==> src/rtl/quad_gen_mmio_pkg.sv <==
// quad_gen_mmio_pkg
//   Shared definitions for the quadrature generator: register offsets,
//   CTRL/STATUS bit positions, FSM state encoding and the forward phase
//   order (the same order encoder_mmio decodes as forward motion).
package quad_gen_mmio_pkg;

  localparam logic [4:0] REG_CTRL     = 5'h00;
  localparam logic [4:0] REG_STATUS   = 5'h04;
  localparam logic [4:0] REG_STEPS    = 5'h08;
  localparam logic [4:0] REG_PERIOD   = 5'h0C;
  localparam logic [4:0] REG_POSITION = 5'h10;
  localparam logic [4:0] REG_REMAIN   = 5'h14;

  localparam int CTRL_ENABLE  = 0;
  localparam int CTRL_DIR     = 1;
  localparam int CTRL_START   = 2;
  localparam int CTRL_ABORT   = 3;
  localparam int CTRL_CLR_POS = 4;
  localparam int CTRL_IRQ_EN  = 5;

  localparam int STAT_BUSY = 0;
  localparam int STAT_DONE = 1;

  typedef enum logic {
    ST_IDLE = 1'b0,
    ST_RUN  = 1'b1
  } state_t;

  // Forward order {a,b}: 00 -> 01 -> 11 -> 10 -> 00
  localparam logic [1:0] PH_0 = 2'b00;
  localparam logic [1:0] PH_1 = 2'b01;
  localparam logic [1:0] PH_2 = 2'b11;
  localparam logic [1:0] PH_3 = 2'b10;

  function automatic logic [1:0] next_phase(input logic [1:0] ph, input logic fwd);
    logic [1:0] nxt;
    nxt = PH_0;
    case (ph)
      PH_0:    nxt = fwd ? PH_1 : PH_3;
      PH_1:    nxt = fwd ? PH_2 : PH_0;
      PH_2:    nxt = fwd ? PH_3 : PH_1;
      default: nxt = fwd ? PH_0 : PH_2;
    endcase
    return nxt;
  endfunction

endpackage

==> src/rtl/quad_gen_mmio_if.sv <==
// quad_gen_mmio_if
//   Simple peripheral bus shared by the MMIO blocks.
//   bus_addr  : register byte address
//   bus_we    : write strobe, sampled on posedge clk
//   bus_re    : read strobe, sampled on posedge clk
//   bus_wdata : write data
//   bus_rdata : registered read data (1-cycle latency)
interface quad_gen_mmio_if;
  logic [31:0] bus_addr;
  logic        bus_we;
  logic        bus_re;
  logic [31:0] bus_wdata;
  logic [31:0] bus_rdata;

  modport master (
    output bus_addr, bus_we, bus_re, bus_wdata,
    input  bus_rdata
  );

  modport slave (
    input  bus_addr, bus_we, bus_re, bus_wdata,
    output bus_rdata
  );
endinterface

==> src/rtl/quad_phase_seq.sv <==
// quad_phase_seq
//   Two-bit quadrature phase register. Each cycle with step=1 moves the
//   phase one edge forward (dir=1) or backward (dir=0). Outputs come
//   straight from the flops so they never glitch.
//   clk, reset : clock, asynchronous active-high reset (phase -> 00)
//   step       : advance one edge this cycle
//   dir        : 1 = forward, 0 = reverse
//   enc_a/enc_b: quadrature outputs
module quad_phase_seq
  import quad_gen_mmio_pkg::*;
(
  input  logic clk,
  input  logic reset,
  input  logic step,
  input  logic dir,
  output logic enc_a,
  output logic enc_b
);

  logic [1:0] phase;

  always_ff @(posedge clk or posedge reset) begin
    if (reset) begin
      phase <= PH_0;
    end else if (step) begin
      phase <= next_phase(phase, dir);
    end
  end

  assign enc_a = phase[1];
  assign enc_b = phase[0];

endmodule

==> src/rtl/quad_gen_mmio.sv <==
// quad_gen_mmio
//   Memory-mapped quadrature generator. Emits a programmed number of
//   enc_a/enc_b edges, one every max(PERIOD,1) clocks, in the programmed
//   direction, and tracks the signed net position.
//   clk   : system clock
//   reset : asynchronous, active-high; clears every register and output
//   bus   : register bus (slave side), 1-cycle registered reads
//   enc_a, enc_b : quadrature outputs
//   irq   : DONE & IRQ_EN (level)
module quad_gen_mmio
  import quad_gen_mmio_pkg::*;
#(
  parameter int          PERIOD_W  = 16,
  parameter logic [31:0] ADDR_BASE = 32'h0
) (
  input  logic             clk,
  input  logic             reset,
  quad_gen_mmio_if.slave   bus,
  output logic             enc_a,
  output logic             enc_b,
  output logic             irq
);

  state_t                state;
  logic                  ctrl_enable;
  logic                  ctrl_dir;
  logic                  ctrl_irq_en;
  logic                  done;
  logic [31:0]           steps;
  logic [PERIOD_W-1:0]   period;
  logic signed [31:0]    position;
  logic [31:0]           remain;
  logic [PERIOD_W-1:0]   div;
  logic [31:0]           rd_mux;

  logic                  hit;
  logic [4:0]            reg_off;
  logic                  wr_ctrl, wr_steps, wr_period;
  logic                  busy;
  logic                  start_acc, run_go, zero_done;
  logic                  stop, div_hit, edge_step, clr_pos;
  logic [PERIOD_W-1:0]   eff_period;

  // Base match ignores the low 5 bits, which select the register.
  assign hit     = (bus.bus_addr[31:5] == ADDR_BASE[31:5]);
  assign reg_off = bus.bus_addr[4:0];

  assign wr_ctrl   = bus.bus_we & hit & (reg_off == REG_CTRL);
  assign wr_steps  = bus.bus_we & hit & (reg_off == REG_STEPS);
  assign wr_period = bus.bus_we & hit & (reg_off == REG_PERIOD);

  assign busy = (state == ST_RUN);

  // START qualifies on the ENABLE bit written in the same CTRL write.
  assign start_acc = wr_ctrl & bus.bus_wdata[CTRL_START] & bus.bus_wdata[CTRL_ENABLE] & ~busy;
  assign run_go    = start_acc & (steps != 32'd0);
  assign zero_done = start_acc & (steps == 32'd0);

  // Abort / disable takes precedence over an edge due in the same cycle.
  assign stop      = busy & wr_ctrl & (bus.bus_wdata[CTRL_ABORT] | ~bus.bus_wdata[CTRL_ENABLE]);
  assign div_hit   = busy & (div == PERIOD_W'(1));
  assign edge_step = div_hit & ~stop;
  assign clr_pos   = wr_ctrl & bus.bus_wdata[CTRL_CLR_POS];

  // PERIOD=0 runs at the same rate as PERIOD=1.
  assign eff_period = (period == '0) ? PERIOD_W'(1) : period;

  always_ff @(posedge clk or posedge reset) begin
    if (reset) begin
      state       <= ST_IDLE;
      ctrl_enable <= 1'b0;
      ctrl_dir    <= 1'b0;
      ctrl_irq_en <= 1'b0;
      done        <= 1'b0;
      steps       <= '0;
      period      <= '0;
      position    <= '0;
      remain      <= '0;
      div         <= '0;
    end else begin
      if (wr_ctrl) begin
        ctrl_enable <= bus.bus_wdata[CTRL_ENABLE];
        ctrl_irq_en <= bus.bus_wdata[CTRL_IRQ_EN];
        if (!busy) ctrl_dir <= bus.bus_wdata[CTRL_DIR];
      end
      if (wr_steps && !busy)  steps  <= bus.bus_wdata;
      if (wr_period && !busy) period <= bus.bus_wdata[PERIOD_W-1:0];

      case (state)
        ST_IDLE: begin
          if (run_go) begin
            state  <= ST_RUN;
            remain <= steps;
            div    <= eff_period;
            done   <= 1'b0;
          end else if (zero_done) begin
            done <= 1'b1;
          end
        end
        ST_RUN: begin
          if (stop) begin
            state <= ST_IDLE;
          end else if (div_hit) begin
            div    <= eff_period;
            remain <= remain - 32'd1;
            if (remain == 32'd1) begin
              done  <= 1'b1;
              state <= ST_IDLE;
            end
          end else begin
            div <= div - PERIOD_W'(1);
          end
        end
        default: state <= ST_IDLE;
      endcase

      // A clear coinciding with an edge wins.
      if (clr_pos) begin
        position <= '0;
      end else if (edge_step) begin
        position <= ctrl_dir ? position + 32'sd1 : position - 32'sd1;
      end
    end
  end

  always_comb begin
    rd_mux = 32'd0;
    if (hit) begin
      case (reg_off)
        REG_CTRL:     rd_mux = {26'd0, ctrl_irq_en, 3'd0, ctrl_dir, ctrl_enable};
        REG_STATUS:   rd_mux = {30'd0, done, busy};
        REG_STEPS:    rd_mux = steps;
        REG_PERIOD:   rd_mux = 32'(period);
        REG_POSITION: rd_mux = position;
        REG_REMAIN:   rd_mux = remain;
        default:      rd_mux = 32'd0;
      endcase
    end
  end

  always_ff @(posedge clk or posedge reset) begin
    if (reset) begin
      bus.bus_rdata <= '0;
    end else if (bus.bus_re) begin
      bus.bus_rdata <= rd_mux;
    end
  end

  assign irq = done & ctrl_irq_en;

  quad_phase_seq u_phase (
    .clk   (clk),
    .reset (reset),
    .step  (edge_step),
    .dir   (ctrl_dir),
    .enc_a (enc_a),
    .enc_b (enc_b)
  );

endmodule

==> src/flat_wrapper.sv <==
// flat-port wrapper written by rule: the top's interface ports become plain ports
module quad_gen_mmio_flat import quad_gen_mmio_pkg::*;
#(
  parameter int          PERIOD_W  = 16,
  parameter logic [31:0] ADDR_BASE = 32'h0
)
  (clk, reset, enc_a, enc_b, irq, bus_bus_addr, bus_bus_we, bus_bus_re, bus_bus_wdata, bus_bus_rdata);
  quad_gen_mmio_if bus_i ();
  input  logic clk;
  input  logic reset;
  output logic enc_a;
  output logic enc_b;
  output logic irq;
  input wire logic [$bits(bus_i.bus_addr)-1:0] bus_bus_addr;
  input wire logic [$bits(bus_i.bus_we)-1:0] bus_bus_we;
  input wire logic [$bits(bus_i.bus_re)-1:0] bus_bus_re;
  input wire logic [$bits(bus_i.bus_wdata)-1:0] bus_bus_wdata;
  output wire logic [$bits(bus_i.bus_rdata)-1:0] bus_bus_rdata;
  assign bus_i.bus_addr = bus_bus_addr;
  assign bus_i.bus_we = bus_bus_we;
  assign bus_i.bus_re = bus_bus_re;
  assign bus_i.bus_wdata = bus_bus_wdata;
  assign bus_bus_rdata = bus_i.bus_rdata;
  quad_gen_mmio #(.PERIOD_W(PERIOD_W), .ADDR_BASE(ADDR_BASE)) u_core (.clk(clk), .reset(reset), .bus(bus_i), .enc_a(enc_a), .enc_b(enc_b), .irq(irq));
endmodule
==> config.mk <==
export PLATFORM = sky130hd
export DESIGN_NAME = quad_gen_mmio_flat
export DESIGN_NICKNAME = d
export VERILOG_FILES = /design/src/rtl/quad_gen_mmio_pkg.sv /design/src/rtl/quad_gen_mmio_if.sv /design/src/rtl/quad_phase_seq.sv /design/src/rtl/quad_gen_mmio.sv /design/src/flat_wrapper.sv
export SDC_FILE = /design/constraint.sdc
export NUM_CORES = 1
export LEC_CHECK = 0
export ABC_CLOCK_PERIOD_IN_PS = 12100
export BUFFER_PORTS_ARGS = -buffer_cell sky130_fd_sc_hd__buf_2
export CAP_MARGIN = 20
export CORE_MARGIN = 1.5
export CORE_UTILIZATION = 55
export DETAILED_ROUTE_END_ITERATION = 10
export GPL_TIMING_DRIVEN = 0
export PLACE_DENSITY = 0.78
export SLEW_MARGIN = 10
export SYNTH_ARGS = -nofsm -noshare
export SYNTH_HDL_FRONTEND = slang
export SYNTH_SLANG_ARGS = --single-unit
export TNS_END_PERCENT = 5
==> constraint.sdc <==
create_clock -name clk -period 12.1 [get_ports clk]
set_clock_uncertainty 0.1 [all_clocks]
set_input_delay 0.605 -clock clk [delete_from_list [all_inputs] [get_ports clk]]
set_output_delay 0.605 -clock clk [all_outputs]
set_load 0.005 [all_outputs]
# Yosys cells after proc, flatten, opt, wreduce, memory -nomap -nowiden
# Index checks and enable logic that the tools add are counted.
op_classes:
  addsub: 4
  eq_ne: 14
  muxes: 30
  n_bitwise: 19
  n_reduce_logical: 14
op_table:
  columns: ["cell", "count"]
  rows:
  - ["2-to-1 mux 32 bit", 7]
  - ["one-hot mux 32 bit (6 select lines)", 1]
  - ["2-to-1 mux 16 bit", 4]
  - ["one-hot mux 32 bit (2 select lines)", 1]
  - ["adder 32 x 2 -> 32 bit, second input constant", 1]
  - ["equality test 32 x 1 -> 1 bit, second input constant", 1]
  - ["zero test 32 bit", 1]
  - ["one-hot mux 16 bit (2 select lines)", 1]
  - ["nonzero test 32 bit", 1]
  - ["subtractor 32 x 1 -> 32 bit, second input constant", 1]
  - ["subtractor 32 x 2 -> 32 bit, second input constant", 1]
  - ["zero test 27 bit", 1]
  - ["equality test 16 x 1 -> 1 bit, second input constant", 1]
  - ["zero test 16 bit", 1]
  - ["subtractor 16 x 1 -> 16 bit, second input constant", 1]
  - ["AND 1 bit", 15]
  - ["equality test 5 x 4 -> 1 bit, second input constant", 2]
  - ["equality test 5 bit, second input constant", 2]
  - ["2-to-1 mux 1 bit", 9]
  - ["2-to-1 mux 2 bit", 4]
  - ["!= test 2 bit, second input constant", 3]
  - ["one-hot mux 2 bit (3 select lines)", 1]
  - ["equality test 5 x 3 -> 1 bit, second input constant", 1]
  - ["zero test 5 bit", 1]
  - ["14 further kinds", 19]
word_totals:
  register_bits: 167
  inputBits: 68
  output_inout_bits: 35
  wordCells: 93

# Longest topological paths before layout
# Gate-level depths: netlist of the first run.
depth:
  word_depth: 10
  mapped_depth: 12
  mapped_depth_nobuf: 10

# By module
# A second synthesis of the first run with hierarchy kept.
unflattened:
  hier_cells: 1039
  hier_area_um2: 9739.3
modules_own_cells:
  columns: ["module", "instances", "cells_each", "area_per_inst_um2", "seq_area_each_um2"]
  rows:
  - ["quad_gen_mmio", 1, 1031, 9644.2, 4129.0]
  - ["quad_phase_seq", 1, 8, 95.1, 50.0]

# Worst setup path after synthesis of the first run
# Ideal clock, no wire load.
synth_timing:
  kind: "reg2reg"
  startpoint: "reg u_core.ctrl_dir"
  endpoint: "reg u_core.position[28]"
  setup_ps: 123
  arrival_time_ps: 3089
  t_required_ps: 11877
  path_slack_ps: 8788
  stages_incl_launch_ff: 12
  n_path_buf: 1
  synth_period_minus_slack_ps: 3312
  cell_sequence: "dfrtp_1 > clkbuf_1 > inv_1 > ha_1 > and3_1 > a221oi_2 > o41a_1 > a211o_1 > a31oi_2 > a31o_2 > and3_1 > nor3_1"
synth_via:
  elab_chain_cells: 3
synth_rtl:
  columns: ["item", "line", "source"]
  rows:
  - ["from (decl)", "quad_gen_mmio.sv:26", "logic ctrl_dir;"]
  - ["from (signal assigned)", "quad_gen_mmio.sv:84", "if (!busy) ctrl_dir <= bus.bus_wdata[CTRL_DIR];"]
  - ["2-to-1 mux 32 bit", "quad_gen_mmio.sv:121", "position <= ctrl_dir ? position + 32'sd1 : position - 32'sd1;"]
  - ["2-to-1 mux 32 bit", "quad_gen_mmio.sv:120", "end else if (edge_step) begin"]
  - ["2-to-1 mux 32 bit", "quad_gen_mmio.sv:118", "if (clr_pos) begin"]
  - ["to (signal assigned)", "quad_gen_mmio.sv:121", null]
  - ["to (decl)", "quad_gen_mmio.sv:31", "logic signed [31:0] position;"]
# Every way passes these cells. The select of a mux whose other input is x is not followed.
# A chain may end at the register's enable or synchronous reset.

# Worst setup path in the final report of the first run
layout_timing:
  startpoint: "reg u_core.ctrl_dir"
  endpoint: "reg u_core.position[26]"
# Same word-level chain as after synthesis.

==> results of run 1 <==
[metrics by stage]
stage / instances / setup WS [ns] / total power, mW / util [%] / hold slack, ns
detailed placement: 1473 / 8.13 / 0.612 / 60.9 / 0.376
finish: 1505 / 8.01 / 1.17 / 64.3 / 0.139
global route: 1505 / 7.92 / 1.20 / 64.3 / 0.190
global placement: 1471 / 5.05 / 0.610 / 60.6 / 0.362
floorplan: 1142 / 6.88 / 0.590 / - / 0.342
CTS: 1505 / 8.09 / 1.17 / 64.3 / 0.172
[layout by cell type (no fill, tap or decap), drive strengths merged, types with 34 or more instances in the layout]
cell,synthesis,routed
nor3,35,35
ha,34,34
a21oi,122,122
inv,60,60
dfrtp,167,167
nor2,73,73
nand2,119,119
a221oi,34,34
buf,20,122
o21ai,82,82
clkbuf,47,68
mux2,51,51
[per-layer routing]
layer,up-vias,global-route usage [%]
met5,-,0
met4,0,14.0
met2,496,52.5
li1,4490,-
met1,4673,45.3
met3,101,5.97
[kinds of logic (layout without fill, tap and decap cells)]
family / count (synthesis) / in the layout
mux: 58 / 58
simple gates: 360 / 360
fa+ha+maj: 35 / 35
flops: 167 / 167
xor+xnor: 22 / 22
buf+inv: 127 / 261
compound gates: 373 / 373
[worst register-to-register path, delay by kind of cell (launching register included)]
kind / cells / cell delay, ns
buffers and inverters: 3 / 1.25
AOI/OAI and AO/OA: 4 / 1.41
and+or+nand+nor: 2 / 0.38
muxes: 1 / 0.16
DFF: 1 / 0.33
adders and majority gates: 1 / 0.38
[flip-flops by register name (all words and copies together) (netlist names), 2 cells and up]
name	cells
u_core.bus.bus_rdata	32
u_core.position	32
u_core.remain	32
u_core.steps	32
u_core.div	16
u_core.period	16
u_core.u_phase.phase	2
[power groups by stage]
stage               clock [mW]  sequential [mW]  combinational (mW)
floorplan                    0            0.569              0.0206
global placement             0            0.569              0.0409
detailed placement           0            0.569              0.0431
CTS                      0.569            0.559              0.0434
global route             0.592            0.558              0.0482
finish                   0.567            0.559              0.0435
[path summary, 6_finish.rpt]
check | from | slack [ns] | to
hold reg to reg | u_core.ctrl_enable | 0.39 | u_core.ctrl_enable
setup reg to reg | u_core.ctrl_dir | 8.01 | u_core.position[26]
min in group clk | bus_bus_wdata[28] | 0.29 | u_core.steps[28]
setup / recovery | u_core.ctrl_dir | 8.01 | u_core.position[26]
hold / removal | reset | 0.14 | u_core.bus.bus_rdata[22]
max in group asynchronous | reset | 10.95 | u_core.div[4]
[final cells by class]
type / count / share of cell area (%)
Clock buffer: 21 / 3.97
Inverter: 60 / 2.01
Clock inverter: 11 / 1.29
Timing Repair Buffer: 102 / 4.69
Tap cell: 229 / 2.47
Sequential cell: 167 / 36.1
Multi-Input combinational cell: 848 / 47.2
Buffer: 67 / 2.32
==> impl_metrics.toml, run 1 <==
[worst_setup_path]
criticalPathCategory = "reg -> reg"
path_buf_inv = 3
path_cells = "clkbuf_1 -> inv_1 -> buf_8 -> ha_1 -> nand4_1 -> o41a_1 -> a211o_1 -> a31oi_2 -> a21oi_1 -> mux2i_1 -> nor3_1"
crit_slowest_cell = "inv_1"
critPathMaxFanout = 19
critPathArrivalTime_ns = 4.34
worst_ep_required_time_ns = 12.35
end_kind = "flip-flop"
slowest_delay_ns = 0.52
rr_worst_depth = 11
crit_family = "compound AO/OA/AOI/OAI gates"
start_kind = "flip-flop"
worst-path-stages = 11

[place]
place_area_sq_um = 11000
gp_congestion = 0.962
dp_hpwl_um = 23300
io_buffers = 100

[clocking]
cts_tree = "done"
clock_latency_ns = 0.44
cts_sinks = 167
cts_setup_buffers = 0
postCtsHoldBufs = 0
cts_root_buf = "clkbuf_16"
htreeDepth = 4
clk_pin_slew_ns = 0.06
cts.path.max_buffers = 2
numCtsBuffers = 17
ctsResizeCount = 0

[die]
io_pins = 103
row_count = 49
dieArea_sq_um = 19200
die_x_um = 139
initial_core_util_pct = 56.2
core_sq_um = 18000
die_h_um = 139

[logic_synthesis]
synthMostInstantiatedCell = "dfrtp_1"
synth_top_family_by_area = "compound AO/OA/AOI/OAI gates"
synthSimpleGateAreaFrac_pct = 17.8
synth_cell_types = 74
synthXorXnorAreaFrac_pct = 1.90
ys_seq_elements = 167
synth_compound_area_share_pct = 23.4
yosys.area_share.adder_pct = 4.40
netlist.area_leader.share_pct = 41.2
ys_warn_count = 0
muxShareOfSynthArea_pct = 6.36
synth_nets = 1245
synth.largest_area_cell = "dfrtp_1"
syn_inst = 1142
syn_area_per_cell_sq_um = 8.87
synthArstFlopShare_pct = 100
yosys-top-cells-count = "dfrtp_1, a21oi_1, nand2_1, nor2_1, o21ai_0"
synth_top_flop_cell = "dfrtp_1"
synth_area_sq_um = 10100
synth_edf_count = 0
yosysSeqAreaShare_pct = 41.2
ys_top_cells_by_area = "dfrtp_1, a21oi_1, mux2_2"

[sta]
hold_viol = 0
relSlewSlack_pct = 45.8
slew_violations = 0
worstMarginPinSlew_ns = 0.809
setup_viol_count_final = 0
period_share_pct = 33.8
min_period_ns = 4.09
tns_ns = 0
rsz0062_at_grt = "no"
max_freq_ghz = 0.244

[final_layout]
design_area_sq_um = 11600
multiInputGateArea_sq_um = 5460
area_growth_pct = 14.3
seqCellArea_sq_um = 4180
num_antenna_cells = 0
nets = 1366
n_fill_cell = 1520
drive_above_1_share_pct = 17.6

[power_and_ir_drop]
cellPowerDensity_nw_per_um2 = 101
p_int_mw = 0.908
p_switching_mw = 0.261
ir_drop_mv = 0.114
p_seq_share_pct = 47.8
combPwrFrac_pct = 3.7
swShare_pct = 22.4
p_clk_share_pct = 48.5
power.leakage_nw = 5.23

[drt]
vias_per_cell = 6.49
wirelength_um = 31800
wl_met1_um = 13200
met3_length_um = 2950
dr_wl_met2_um = 14600
vias = 9760
drc = 0
top_layer_used = "met4"
wl_per_cell_um = 21.1
drt_iter0_markers = 982
drtPass1Iterations = 5
ant_nets = 0

[status]
status = "completed"

[worst_hold_path]
hold_path.class = "in -> async"

[global_routing]
grt_usage_pct = 33.2
grt_max_degree = 86
grt_antenna_before_repair = 0
grt_first_pass_wirelength_um = 50500
grt_pass1_vias = 9417
grt_overflow = 0

[flow_run]
drv_cap = 0
(Power assumes the default switching activity.)
==> run 2, diff against run 1 <==
Settings changed: ABC_CLOCK_PERIOD_IN_PS 12100 to 3600, CORE_UTILIZATION 55 to 54, PLACE_DENSITY 0.78 to 0.8.
Clock period 12.1 ns to 3.6 ns, I/O delays scaled along.
==> run 2 against run 1 <==
Effect of this change:
- final cell count increased by 2.9%
- first-iteration DRC count increased by 30%
- critical path depth unchanged
- clock-buffer cell count decreased by 3
- clock power increased to 3.2 times the previous value
- critical path type unchanged
- largest cell class unchanged
- largest power group is now sequential cells
==> impl_metrics.toml, run 2 (synthesis results as in run 1) <==
[power_and_ir_drop]
power.leakage_nw = 5.40
cellPowerDensity_nw_per_um2 = 325
ir_drop_mv = 0.197
finalPower_mw = 3.90

[clocking]
numCtsBuffers = 17
cts_sinks = 167
clk_pin_slew_ns = 0.07
clock_latency_ns = 0.45
cts.path.max_buffers = 2
cts_tree = "done"
htreeDepth = 4
cts_root_buf = "clkbuf_16"

[worst_setup_path]
criticalPathCategory = "reg -> reg"
critPathMaxFanout = 13
worst_ep_required_time_ns = 3.86
end_kind = "flip-flop"
critPathArrivalTime_ns = 3.65
start_kind = "flip-flop"

[global_routing]
grt_usage_pct = 34.6
grt_max_degree = 38
grt_pass1_vias = 9732
grt_use_met2_pct = 55.2
met1_usage_pct = 44.7
use_met3_pct = 8.62
grt_overflow = 0
grt_first_pass_wirelength_um = 52800
grt_antenna_before_repair = 0
top_usage_layer = "met2"

[place]
gp_congestion = 0.948
dp_hpwl_um = 23800
io_buffers = 100
place_area_sq_um = 11000

[die]
dieArea_sq_um = 19600
core_sq_um = 18200
row_count = 49
die_x_um = 140
initial_core_util_pct = 55.6
die_h_um = 140
io_pins = 103

[flow_run]
drv_cap = 0

[final_layout]
final_common_cell = "dfrtp_1"
area_growth_pct = 18.3
nets = 1409
final_util_pct = 65.8
num_antenna_cells = 0
drive_above_1_share_pct = 18.0
design_area_sq_um = 12000
final_cell_mix = "dfrtp_1, a21oi_1, nand2_1"

[sta]
setup_viol_count_final = 0
slew_violations = 0
period_share_pct = 94.1
worstMarginPinSlew_ns = 0.721
holdWs_ns = 0.0838
tns_ns = 0
max_freq_ghz = 0.295
hold_viol = 0
min_period_ns = 3.39
relSlewSlack_pct = 51.7
rsz0062_at_grt = "no"

[drt]
drtPass1Iterations = 6
wl_per_cell_um = 21.6
drc = 0
vias_per_cell = 6.58
drt_iter0_markers = 1275
ant_nets = 0
wirelength_um = 33400
vias = 10200

[status]
status = "completed"

[worst_hold_path]
hold_path.class = "in -> reg"
[run 2: cell count changes in the layout (fill, tap and decap cells not counted), sizes merged]
| cell | change |
|---|---|
| dlygate4sd3 | +33 |
| buf | +9 |
| clkinvlp | +4 |
| clkbuf | -3 |
| inv | +2 |
| bufinv | -1 |
| clkinv | -1 |
[run 2: area by class of cell]
type / count / area [sq um]
multi-input combinational: 848 / 5460
timing repair buffer: 145 / 981
timing repair inverter: 1 / 7.51
clock buffer: 18 / 429
tap: 229 / 287
fill: 1464 / 6220
clock inverter: 14 / 149
buffer: 66 / 265
sequential: 167 / 4180
inverter: 60 / 233
[run 2: repair_timing]
action                     CTS  global route
resized for setup            2             1
hold buffers                33             0
hold endpoints to repair   120             0
setup endpoints to repair   18             7
cloned                       1             0
setup buffers                6             0
[run 2: metal layers]
metal  vias up  routed length, um
li1       4599                  -
met1      4772              12800
met2       675              15300
met3       136               3900
met4         0               1410
met5         -                  0
[run 2: metrics by stage]
stage               cells  setup WS, ns
global route         1548       0.00119
finish               1548         0.214
global placement     1471        -0.418
detailed placement   1476        -0.511
floorplan            1142         0.288
CTS                  1547        0.0759
[run 2: worst paths after layout]
| path | start | end | slack (ns) | depth (start not counted) |
|---|---|---|---|---|
| max | u_core.ctrl_dir | u_core.position[28] | 0.21 | 11 |
| min | bus_bus_re | u_core.bus.bus_rdata[30] | 0.08 | 2 |
| max reg2reg | u_core.ctrl_dir | u_core.position[28] | 0.21 | 11 |
| min reg2reg | u_core.ctrl_irq_en | u_core.ctrl_irq_en | 0.39 | 2 |
| max in group asynchronous | reset | u_core.ctrl_dir | 2.51 | 5 |
| min in group asynchronous | reset | u_core.div[8] | 0.14 | 3 |
[run 2: critical path: stages (launching register included)]
cell	delay, ns
dfrtp_2	0.53
clkinvlp_4	0.12
buf_4	0.20
fa_1	0.41
a21o_1	0.22
a221oi_2	0.42
o41a_1	0.27
a211o_1	0.18
a31oi_2	0.18
a31o_2	0.30
and3_1	0.18
nor3_1	0.17
[run 2: report_power, final]
group	switching [mW]	internal, mW	total (mW)
registers	0.000627	1.88	1.88
logic	0.110	0.0774	0.188
clock network	0.805	1.03	1.83
total	0.916	2.98	3.90
